$ cat config.mk
export PLATFORM = sky130hd
export DESIGN_NAME = divider_req_sequencer
export DESIGN_NICKNAME = d
export VERILOG_FILES = /design/src/rtl/divider_pkg.sv /design/src/rtl/div_req_fifo.sv /design/src/rtl/divider_req_sequencer.sv
export SDC_FILE = /design/constraint.sdc
export NUM_CORES = 1
export LEC_CHECK = 0
export BUFFER_PORTS_ARGS = -buffer_cell sky130_fd_sc_hd__clkbuf_2
export CAP_MARGIN = 20
export CORE_MARGIN = 4
export CORE_UTILIZATION = 50
export DETAILED_ROUTE_END_ITERATION = 10
export PLACE_DENSITY = 0.82
export SYNTH_ARGS = -nofsm -noshare
export SYNTH_HDL_FRONTEND = slang
export SYNTH_SLANG_ARGS = --single-unit
export TNS_END_PERCENT = 100
$ cat constraint.sdc
create_clock -name clk -period 2.7 [get_ports clk]
set_input_delay 0.675 -clock clk [delete_from_list [all_inputs] [get_ports clk]]
set_output_delay 0.675 -clock clk [all_outputs]
set_load 0.05 [all_outputs]
$ cat src/rtl/divider_pkg.sv
// Shared types and constants for the divider request sequencer.
package divider_pkg;

  localparam int DIV_DATA_W = 32;

  typedef enum logic [1:0] {
    IDLE    = 2'd0,
    ISSUE   = 2'd1,
    RELEASE = 2'd2
  } seq_state_t;

  // Quotient reported for a zero divisor when the bypass is enabled.
  localparam logic [DIV_DATA_W-1:0] DIV_QUOT_ONES = '1;

endpackage

$ cat src/rtl/div_req_fifo.sv
// Request FIFO for the divider sequencer: DEPTH entries of {dividend, divisor}.
// The head entry is always visible on rdata; full is registered from the next level.
module div_req_fifo #(
  parameter int DEPTH = 4,
  parameter int W     = 64,
  parameter int PTR_W = $clog2(DEPTH)
) (
  input  logic           clk,
  input  logic           rst_n,
  input  logic           push,
  input  logic           pop,
  input  logic [W-1:0]   wdata,
  output logic [W-1:0]   rdata,
  output logic           full,
  output logic           empty,
  output logic [PTR_W:0] level
);

  localparam logic [PTR_W-1:0] PTR_ONE  = PTR_W'(1);
  localparam logic [PTR_W:0]   LVL_ONE  = (PTR_W + 1)'(1);
  localparam logic [PTR_W:0]   LVL_FULL = (PTR_W + 1)'(DEPTH);

  logic [W-1:0]     mem [DEPTH];
  logic [PTR_W-1:0] wr_ptr_reg;
  logic [PTR_W-1:0] rd_ptr_reg;
  logic [PTR_W:0]   level_reg;
  logic [PTR_W:0]   level_next;
  logic             full_reg;
  logic             do_push;
  logic             do_pop;

  assign do_push = push && !full_reg;
  assign do_pop  = pop && (level_reg != '0);

  always_comb begin
    level_next = level_reg;
    if (do_push && !do_pop) begin
      level_next = level_reg + LVL_ONE;
    end else if (!do_push && do_pop) begin
      level_next = level_reg - LVL_ONE;
    end
  end

  // Pointers wrap naturally because DEPTH is a power of two.
  always_ff @(posedge clk or negedge rst_n) begin
    if (!rst_n) begin
      wr_ptr_reg <= '0;
      rd_ptr_reg <= '0;
      level_reg  <= '0;
      full_reg   <= 1'b0;
    end else begin
      if (do_push) begin
        wr_ptr_reg <= wr_ptr_reg + PTR_ONE;
      end
      if (do_pop) begin
        rd_ptr_reg <= rd_ptr_reg + PTR_ONE;
      end
      level_reg <= level_next;
      full_reg  <= (level_next == LVL_FULL);
    end
  end

  always_ff @(posedge clk) begin
    if (do_push) begin
      mem[wr_ptr_reg] <= wdata;
    end
  end

  assign rdata = mem[rd_ptr_reg];
  assign full  = full_reg;
  assign empty = (level_reg == '0);
  assign level = level_reg;

endmodule

$ cat src/rtl/divider_req_sequencer.sv
// Queues operand pairs, issues them to the shift/subtract divider and registers results.
// Optional zero-divisor bypass: define DIVIDER_REQ_DIVZERO_BYPASS_EN.
module divider_req_sequencer
  import divider_pkg::*;
#(
  parameter int DATA_W = DIV_DATA_W,
  parameter int DEPTH  = 4,
  parameter int PTR_W  = $clog2(DEPTH)
) (
  input  logic              clk,
  input  logic              rst_n,
  input  logic              req_sig,
  input  logic [DATA_W-1:0] req_dividend,
  input  logic [DATA_W-1:0] req_divisor,
  output logic              req_ready,
  output logic              div_start_sig,
  output logic [DATA_W-1:0] div_dividend,
  output logic [DATA_W-1:0] div_divisor,
  input  logic              div_dong_sig,
  input  logic [DATA_W-1:0] div_quotient,
  input  logic [DATA_W-1:0] div_reminder,
  output logic              res_dong_sig,
  output logic [DATA_W-1:0] res_quotient,
  output logic [DATA_W-1:0] res_reminder,
  output logic              res_err,
  output logic [PTR_W:0]    fifo_level
);

  seq_state_t          state_reg;
  logic [2*DATA_W-1:0] head;
  logic [DATA_W-1:0]   head_dividend;
  logic [DATA_W-1:0]   head_divisor;
  logic                fifo_full;
  logic                fifo_empty;
  logic                pop;

  assign {head_dividend, head_divisor} = head;
  assign pop       = (state_reg == IDLE) && !fifo_empty;
  assign req_ready = !fifo_full;

  div_req_fifo #(
    .DEPTH (DEPTH),
    .W     (2 * DATA_W),
    .PTR_W (PTR_W)
  ) u_fifo (
    .clk   (clk),
    .rst_n (rst_n),
    .push  (req_sig),
    .pop   (pop),
    .wdata ({req_dividend, req_divisor}),
    .rdata (head),
    .full  (fifo_full),
    .empty (fifo_empty),
    .level (fifo_level)
  );

`ifdef DIVIDER_REQ_DIVZERO_BYPASS_EN
  logic err_reg;
  assign res_err = err_reg;
`else
  assign res_err = 1'b0;
`endif

  always_ff @(posedge clk or negedge rst_n) begin
    if (!rst_n) begin
      state_reg     <= IDLE;
      div_start_sig <= 1'b0;
      div_dividend  <= '0;
      div_divisor   <= '0;
      res_dong_sig  <= 1'b0;
      res_quotient  <= '0;
      res_reminder  <= '0;
`ifdef DIVIDER_REQ_DIVZERO_BYPASS_EN
      err_reg       <= 1'b0;
`endif
    end else begin
      res_dong_sig <= 1'b0;
      unique case (state_reg)
        IDLE: begin
          if (pop) begin
`ifdef DIVIDER_REQ_DIVZERO_BYPASS_EN
            // A zero divisor is answered locally and never reaches the divider.
            if (head_divisor == '0) begin
              res_quotient <= DIV_QUOT_ONES;
              res_reminder <= head_dividend;
              err_reg      <= 1'b1;
              res_dong_sig <= 1'b1;
              state_reg    <= RELEASE;
            end else
`endif
            begin
              div_dividend  <= head_dividend;
              div_divisor   <= head_divisor;
              div_start_sig <= 1'b1;
              state_reg     <= ISSUE;
            end
          end
        end
        ISSUE: begin
          if (div_dong_sig) begin
            res_quotient  <= div_quotient;
            res_reminder  <= div_reminder;
            res_dong_sig  <= 1'b1;
            div_start_sig <= 1'b0;
`ifdef DIVIDER_REQ_DIVZERO_BYPASS_EN
            err_reg       <= 1'b0;
`endif
            state_reg     <= RELEASE;
          end
        end
        // One cycle with start low lets the divider return to its idle state.
        RELEASE: begin
          div_start_sig <= 1'b0;
          state_reg     <= IDLE;
        end
        default: begin
          div_start_sig <= 1'b0;
          state_reg     <= IDLE;
        end
      endcase
    end
  end

endmodule
# Word level (Yosys, flattened, before mapping)
# Memory sizes are Yosys's and may differ from the RTL's. A register that Yosys moved wholly into a read port is not among the register bits.
# Cells that the tools add are included.
# Widths: inputs -> output; s select.
dict set report word_totals {
  ff_bits 76
  mem_bits_rw 256
  in_bits 132
  out_inout_bits 135
  elab_cells 46
  n_memories 1
}
# name words width read_ports rd_ports_with_merged_regs write_ports line
set memory_table {}
lappend memory_table {u_fifo.mem 4 64 1 1 1 div_req_fifo.sv:23} ;# logic [W-1:0] mem [DEPTH];
dict set report classes {
  add_sub_neg 4
  eq_ne 4
  n_mux 12
  reduce_logical 16
}
# op n
set op_table {}
lappend op_table {{$mux 1} 6}
lappend op_table {{$mux 3} 2}
lappend op_table {{$reduce_and 2->1} 3}
lappend op_table {{$logic_and 1x1->1} 5}
lappend op_table {{$logic_not 1->1} 5}
lappend op_table {{$add 2x1->2 const B} 2}
lappend op_table {{$mux 2} 2}
lappend op_table {{$pmux 2 s2} 1}
lappend op_table {{$add 3x1->3 const B} 1}
lappend op_table {{$eq 3x3->1 const B} 1}
lappend op_table {{$logic_not 3->1} 1}
lappend op_table {{$reduce_bool 3->1} 1}
lappend op_table {{$sub 3x1->3 const B} 1}
lappend op_table {{$eq 2x1->1 const B} 1}
lappend op_table {{$logic_not 2->1} 1}
lappend op_table {{$ne 2x1->1 const B} 1}
lappend op_table {{$ne 2x2->1 const B} 1}
lappend op_table {{$pmux 1 s2} 1}

# Longest topological paths before layout
# Gate-level depths: netlist of the first run.
dict set report logic_depth {
  word_depth 8
  depth_mapped 7
  depth_no_buf 6
}

# Hierarchy
# A second synthesis of the first run with hierarchy kept.
dict set report hier_totals {
  hier_cells 672
  hier_area_um2 14950.6
}
# mod n_inst cells_each area_each_um2 seq_area_each_um2
set by_module_without_submodules {}
lappend by_module_without_submodules {div_req_fifo 1 386 9745.6 7887.6}
lappend by_module_without_submodules {divider_req_sequencer 1 286 5205.0 3303.2}

# Worst setup path before layout of the first run
# OpenSTA, ideal clock, no wires.
dict set report synth_path {
  path_kind {input port to flip-flop}
  startpoint {input port req_sig}
  endpoint {memory u_fifo.mem[0][0], enable pin}
  setup_ps 429
  arrival_ps 2484
  required_time_ps 2271
  path_slack_ps -213
  path_stages 3
  path_buffers 1
  path_cell_list {nor2b_1 -> buf_2 -> and2_1}
}
dict set report synth_via {
  elab_chain_len 3
}
# item line
set synth_rtl {}
lappend synth_rtl {{from (decl)} divider_req_sequencer.sv:12} ;# input logic req_sig,
lappend synth_rtl {{$logic_and 1x1->1} div_req_fifo.sv:32} ;# assign do_push = push && !full_reg;
lappend synth_rtl {{$mux 1} div_req_fifo.sv:64} ;# if (do_push) begin
lappend synth_rtl {{$mux 1 (implied by the code)} div_req_fifo.sv:65} ;# mem[wr_ptr_reg] <= wdata;
lappend synth_rtl {{to (decl)} div_req_fifo.sv:23}
# No other way between the ends.

==> results of run 1 <==
cells in the final DEF (no fill, tap or decap), drive strengths merged, types with 2 or more instances in the layout:
master and count:
nand2b 2, bufinv 2, nand2 2, clkbuf 325
and2 4, mux2 128, a21oi 2, nor2 3
inv 6, mux4 64, xnor2 4, dfrtp 140
clkinvlp 2, nand4 3, edfxtp 256, ha 7
buf 19, nor2b 2, and3b 3, clkinv 8
worst paths after layout:
path	from	end	slack, ps	cells past startpoint
worst min-delay path	rst_n	res_quotient[24]$_DFFE_PN0P_	190	1
min in group clk	req_divisor[30]	u_fifo.mem[1][30]$_DFFE_PP_	360	1
max in group asynchronous	rst_n	res_quotient[9]$_DFFE_PN0P_	1900	2
worst min register to register	res_quotient[14]$_DFFE_PN0P_	res_quotient[14]$_DFFE_PN0P_	500	1
worst max-delay path	u_fifo.rd_ptr_reg[0]$_DFFE_PN0P_	div_divisor[7]$_DFFE_PN0P_	640	3
worst max register to register	u_fifo.rd_ptr_reg[0]$_DFFE_PN0P_	div_divisor[7]$_DFFE_PN0P_	640	3
layout make-up:
| cell class | count | area [um2] | area share (%) |
|---|---|---|---|
| Clock buffer | 61 | 1160 | 6.50 |
| Clock inverter | 13 | 130 | 0.726 |
| Inverter | 5 | 18.8 | 0.105 |
| Multi-Input combinational cell | 239 | 3250 | 18.2 |
| Sequential cell | 396 | 11200 | 62.5 |
| Tap cell | 384 | 480 | 2.68 |
| Timing Repair Buffer | 283 | 1670 | 9.31 |
critical path, stage by stage (launching register included):
cell	delay, ps
dfrtp_4	810
buf_12	290
mux4_2	540
mux2_2	280
per-stage QoR:
step / instance area (um2) / hold WS, ps
detailed placement: 16600 / 495
floorplan: 14600 / 379
finish: 17900 / 186
CTS: 17900 / 201
global placement: 16600 / 489
global route: 17900 / 221
per-layer routing:
layer	vias to the layer above	global-route usage (%)	share of wire, %
li1	3257	-	-
met1	3719	23.0	38
met2	283	33.3	51
met3	48	6.05	8.7
met4	2	4.64	2.2
met5	-	0	0.039
logic make-up after synthesis:
group	count (synthesis)	synth area share [%]
AO/OA/AOI/OAI	10	0.479
buffers and inverters	35	1.34
AND/OR/NAND/NOR	24	1.02
flip-flops	396	76.5
adder cells (fa/ha/maj)	7	0.599
multiplexers	192	19.7
XOR/XNOR	5	0.299
other	1	0.0256
power by group:
part | internal (mW) | leakage [nW] | switching, mW
Combinational | 3.42 | 2.33 | 6.22
Sequential | 8.38 | 3.99 | 1.10
Clock | 3.18 | 0.626 | 2.19
Total | 15.0 | 6.94 | 9.51
==> results.cfg, run 1 <==
[timing]
finalSetupViolations = 0
finalSetupTns_ps = 0
fmax_mhz = 485
fin_ws_ps = 636
slew_viol_final = 0
post-route-period-util_pct = 76.4
rsz0062_at_grt = false
hold_violations = 0
finalClockSkew_ps = 22.5
period_needed_ps = 2060
relSlewSlack_pct = 51.8
max_slew.worst_pin.slew_ps = 723

[worst_setup_path]
worst_setup_path_start_kind = flip-flop
worstSetupEndpointType = flip-flop
crit_arrival_ps = 2470
crit_fanout = 28
critPathRequiredTime_ps = 3110
path_class = reg2reg

[logic_synthesis]
synth_commonest_cells = edfxtp_1, dfrtp_1, mux2_2
synth_top_area_share_pct = 52.6
synth-warning-count = 0
synth_enable_flop_cells = 256
synthArstFlopShare_pct = 35.4
synthMostInstantiatedCell = edfxtp_1
ys.flop_type = edfxtp_1
yosysUniqueCellTypes = 35
synth.area.top_cells = edfxtp_1, dfrtp_1, mux2_2
synth_nets = 809
ys_seq_area_share_pct = 76.5
synthCells = 670
avgSynthCellArea_um2 = 21.8
synth.cell_area_um2 = 14600
synth_area_leader_cell = edfxtp_1
ys_seq_elements = 396

[routing]
viasPerCell = 5.29
vias = 7309
drc_errors = 0
first_pass_iters = 4
drt_iter0_drc = 433
wl_per_cell_um = 22.2
drt-total-wl_mm = 30.7
postRouteAntennaNets = 0

[outcome]
status = complete, no violations

[floorplan]
start_util_pct = 50.8
die_w_um = 179
coreArea_um2 = 28800
ios = 267
rows = 62
die_y_um = 179
dieArea_um2 = 32000

[pwr]
vdd_ir_drop_max_mv = 0.890
p_leak_nw = 6.94
power_mw = 24.5
power.density_nw_per_um2 = 1370

[clock_network]
clk_pin_slew_ps = 60
clockRootBuffer = clkbuf_16
cts_max_level = 2
cts_tree = done
clk_latency_ps = 530
numClockSinks = 396
ctsHoldBuffers = 0
numCtsBuffers = 40
cts_resized = 0
post_cts_buffers = 0
cts.path.max_buffers = 3

[final_layout]
fin_util_pct = 62.2
antennaDiodeCount = 0
largest_reg_flops = 256
largest-register = u_fifo.mem
fin_nets = 1104
areaGrowthSynthToFinish_pct = 22.5
nFillCells = 1980
instances_no_fill = 1381
drive_above_1_share_pct = 54.2

[global_route]
grt_max_degree = 72
grt.overflow.total = 0
antenna_found_initial = 1
grt_pass1_wl_mm = 45.3
grt_usage_pct = 19.0
grt_pass1_vias = 7719

[worst_hold_path]
min-delay-path-class = in2async

[placed_design]
portBuffers = 265
dp_hpwl_mm = 19.9
place_ws_ps = 599
place_inst = 1307
place_congestion = 0.795

[run]
drv_cap = 0
Note: power is estimated with default switching activity, not from simulation.
==> run 2: changes to the inputs <==
Settings changed: ABC_AREA set to 1, CORE_UTILIZATION 50 to 55, PLACE_DENSITY 0.82 to 0.85.
Clock period 2.7 ns to 2.1 ns, I/O delays scaled along.
==> results.cfg, run 2 <==
[clock_network]
clk_latency_ps = 520
cts_max_level = 2
cts_tree = done
numClockSinks = 396
cts_resized = 0
cts.path.max_buffers = 3
clockRootBuffer = clkbuf_16
numCtsBuffers = 40
post_cts_buffers = 0
clk_pin_slew_ps = 60
ctsHoldBuffers = 1

[worst_hold_path]
worstHoldEndpoint = res_reminder[20]$_DFFE_PN0P_
min_path_cells = 3
min-delay-path-class = in2reg
hp-start = div_reminder[20]

[routing]
dr_wl_met3_mm = 2.58
viasPerCell = 5.35
drc_errors = 0
first_pass_iters = 5
postRouteAntennaNets = 0
drt_iter0_drc = 771
drt-total-wl_mm = 33.9
highest_layer = met5
wl_per_cell_um = 18.1
vias = 9998
route.met2.wl_mm = 17.2
met1Wirelength_mm = 13.1

[global_route]
antenna_found_initial = 2
grt_max_degree = 130
grt_pass1_wl_mm = 53.3
grt.overflow.total = 0
grt_usage_pct = 22.4
grt_pass1_vias = 10100

[final_layout]
instances_no_fill = 1869
fin_nets = 1642
final_cell_mix = nor2_1, clkbuf_2, edfxtp_1
nFillCells = 1798
antennaDiodeCount = 0
largest-register = u_fifo.mem
final_common_cell = nor2_1
largest_reg_flops = 256
drive_above_1_share_pct = 24.0
fin_util_pct = 68.4
areaGrowthSynthToFinish_pct = 21.1

[worst_setup_path]
worstSetupEndpointType = flip-flop
crit_family = buffers and inverters
critical_path.cell_chain = inv_1, ha_1, nand2_1, nand2_2, inv_4, buf_12, nor2_1, a31oi_1
rr_endpoint = div_dividend[27]$_DFFE_PN0P_
path_buf_inv = 3
critPathRequiredTime_ps = 2520
path_class = reg2reg
reg2regPathDepth = 8
crit_arrival_ps = 2250
r2r_start = u_fifo.level[0]$_DFF_PN0_
slowest_stage = dfrtp_1
crit_fanout = 46
reg2reg_slack_ps = 280
critPathMaxStageDelay_ps = 400
worst_setup_path_start_kind = flip-flop

[floorplan]
dieArea_um2 = 29800
die_w_um = 173
rows = 59
coreArea_um2 = 26400
die_y_um = 173
ios = 267
start_util_pct = 56.5

[pwr]
clkPwrFrac_pct = 22.0
intPower_mw = 18.4
vdd_ir_drop_max_mv = 1.24
swShare_pct = 43.0
p_switching_mw = 13.8
p_leak_nw = 7.53
combPwrFrac_pct = 40.8
seq_power_share_pct = 37.2
power.density_nw_per_um2 = 1790

[timing]
rsz0062_at_grt = false
hold_violations = 0
period_needed_ps = 1820
fmax_mhz = 548
slew_viol_final = 0
relSlewSlack_pct = 41.4
fin_ws_ps = 275
finalSetupViolations = 0
finalSetupTns_ps = 0
max_slew.worst_pin.slew_ps = 879
whs_ps = 206
post-route-period-util_pct = 86.9
finalClockSkew_ps = 17.5

[run]
drv_cap = 0

[logic_synthesis]
avgSynthCellArea_um2 = 12.0
synth_commonest_cells = nor2_1, edfxtp_1, nand2_1
synth_top_area_share_pct = 51.6
synthMostInstantiatedCell = nor2_1
synth_nets = 1380
yosysUniqueCellTypes = 21
synth_area_leader_cell = edfxtp_1
synthCells = 1241
ys_seq_elements = 396
synthArstFlopShare_pct = 35.4
ys.flop_type = edfxtp_1
synth.area.top_cells = edfxtp_1, dfrtp_1, nor2_1
synth_enable_flop_cells = 256
synth-warning-count = 0
synth.cell_area_um2 = 14900
ys_seq_area_share_pct = 75.2

[outcome]
status = complete, no violations

[placed_design]
portBuffers = 265
dp_hpwl_mm = 21.0
place_inst = 1795
place_ws_ps = 352
place_congestion = 0.840
==> run 2: layout make-up <==
type	instances	area [um2]	area share, %
Inverter	22	90.1	0.500
Timing Repair Buffer	290	1700	9.42
Clock inverter	19	214	1.19
Sequential cell	396	11200	62.1
Clock buffer	54	1120	6.23
Tap cell	335	419	2.33
Multi-Input combinational cell	753	3280	18.2
==> run 2: through the flow <==
stage,instance area [um2],power (mW)
4_1_cts,18000,32.5
3_3_place_gp,16700,24.9
5_1_grt,18000,34.0
2_1_floorplan,14900,21.6
3_5_place_dp,16700,25.3
6_report,18000,32.2
==> run 2: how the worst max path moves through the flow <==
stage,start,to,slack [ps],cells after the start
3_3_place_gp,u_fifo.level[0]$_DFF_PN0_,u_fifo.full$_DFF_PN0_,410,10
5_1_grt,u_fifo.level[0]$_DFF_PN0_,div_dividend[27]$_DFFE_PN0P_,180,8
2_1_floorplan,u_fifo.full$_DFF_PN0_,u_fifo.mem[0][0]$_DFFE_PP_,-50,3
4_1_cts,u_fifo.full$_DFF_PN0_,req_ready,280,2
6_report,u_fifo.level[0]$_DFF_PN0_,div_dividend[27]$_DFFE_PN0P_,280,8
3_5_place_dp,u_fifo.level[0]$_DFF_PN0_,div_dividend[23]$_DFFE_PN0P_,350,8
==> run 2: layer usage <==
layer / vias to the layer above / track usage (%)
li1: 4743 / -
met1: 4770 / 27.5
met2: 411 / 39.3
met3: 70 / 4.98
met4: 4 / 7.95
met5: - / 0
==> run 2: cell families (layout without fill, tap and decap cells) <==
kind of cell | Yosys count | in the layout | synth area share [%]
simple gates | 547 | 547 | 13.9
flops | 396 | 396 | 75.2
compound gates | 195 | 195 | 7.11
buf+inv | 92 | 385 | 3.03
fa+ha+maj | 7 | 7 | 0.588
xor+xnor | 3 | 3 | 0.177
other cells | 1 | 1 | 0.0252
==> run 2: worst register-to-register path: stages (launching register included) <==
cell and delay (ps):
dfrtp_1 400, inv_1 90, ha_1 200, nand2_1 90, nand2_2 110, inv_4 280
buf_12 270, nor2_1 90, a31oi_1 210
==> run 2: power groups by stage <==
| stage | registers (mW) | logic (mW) | clock network, mW |
|---|---|---|---|
| after floorplan | 16.2 | 5.40 | 0 |
| after global placement | 12.0 | 12.9 | 0 |
| after detailed placement | 12.1 | 13.2 | 0 |
| after CTS | 12.0 | 13.3 | 7.24 |
| after global routing | 12.2 | 14.2 | 7.55 |
| final | 12.0 | 13.1 | 7.08 |
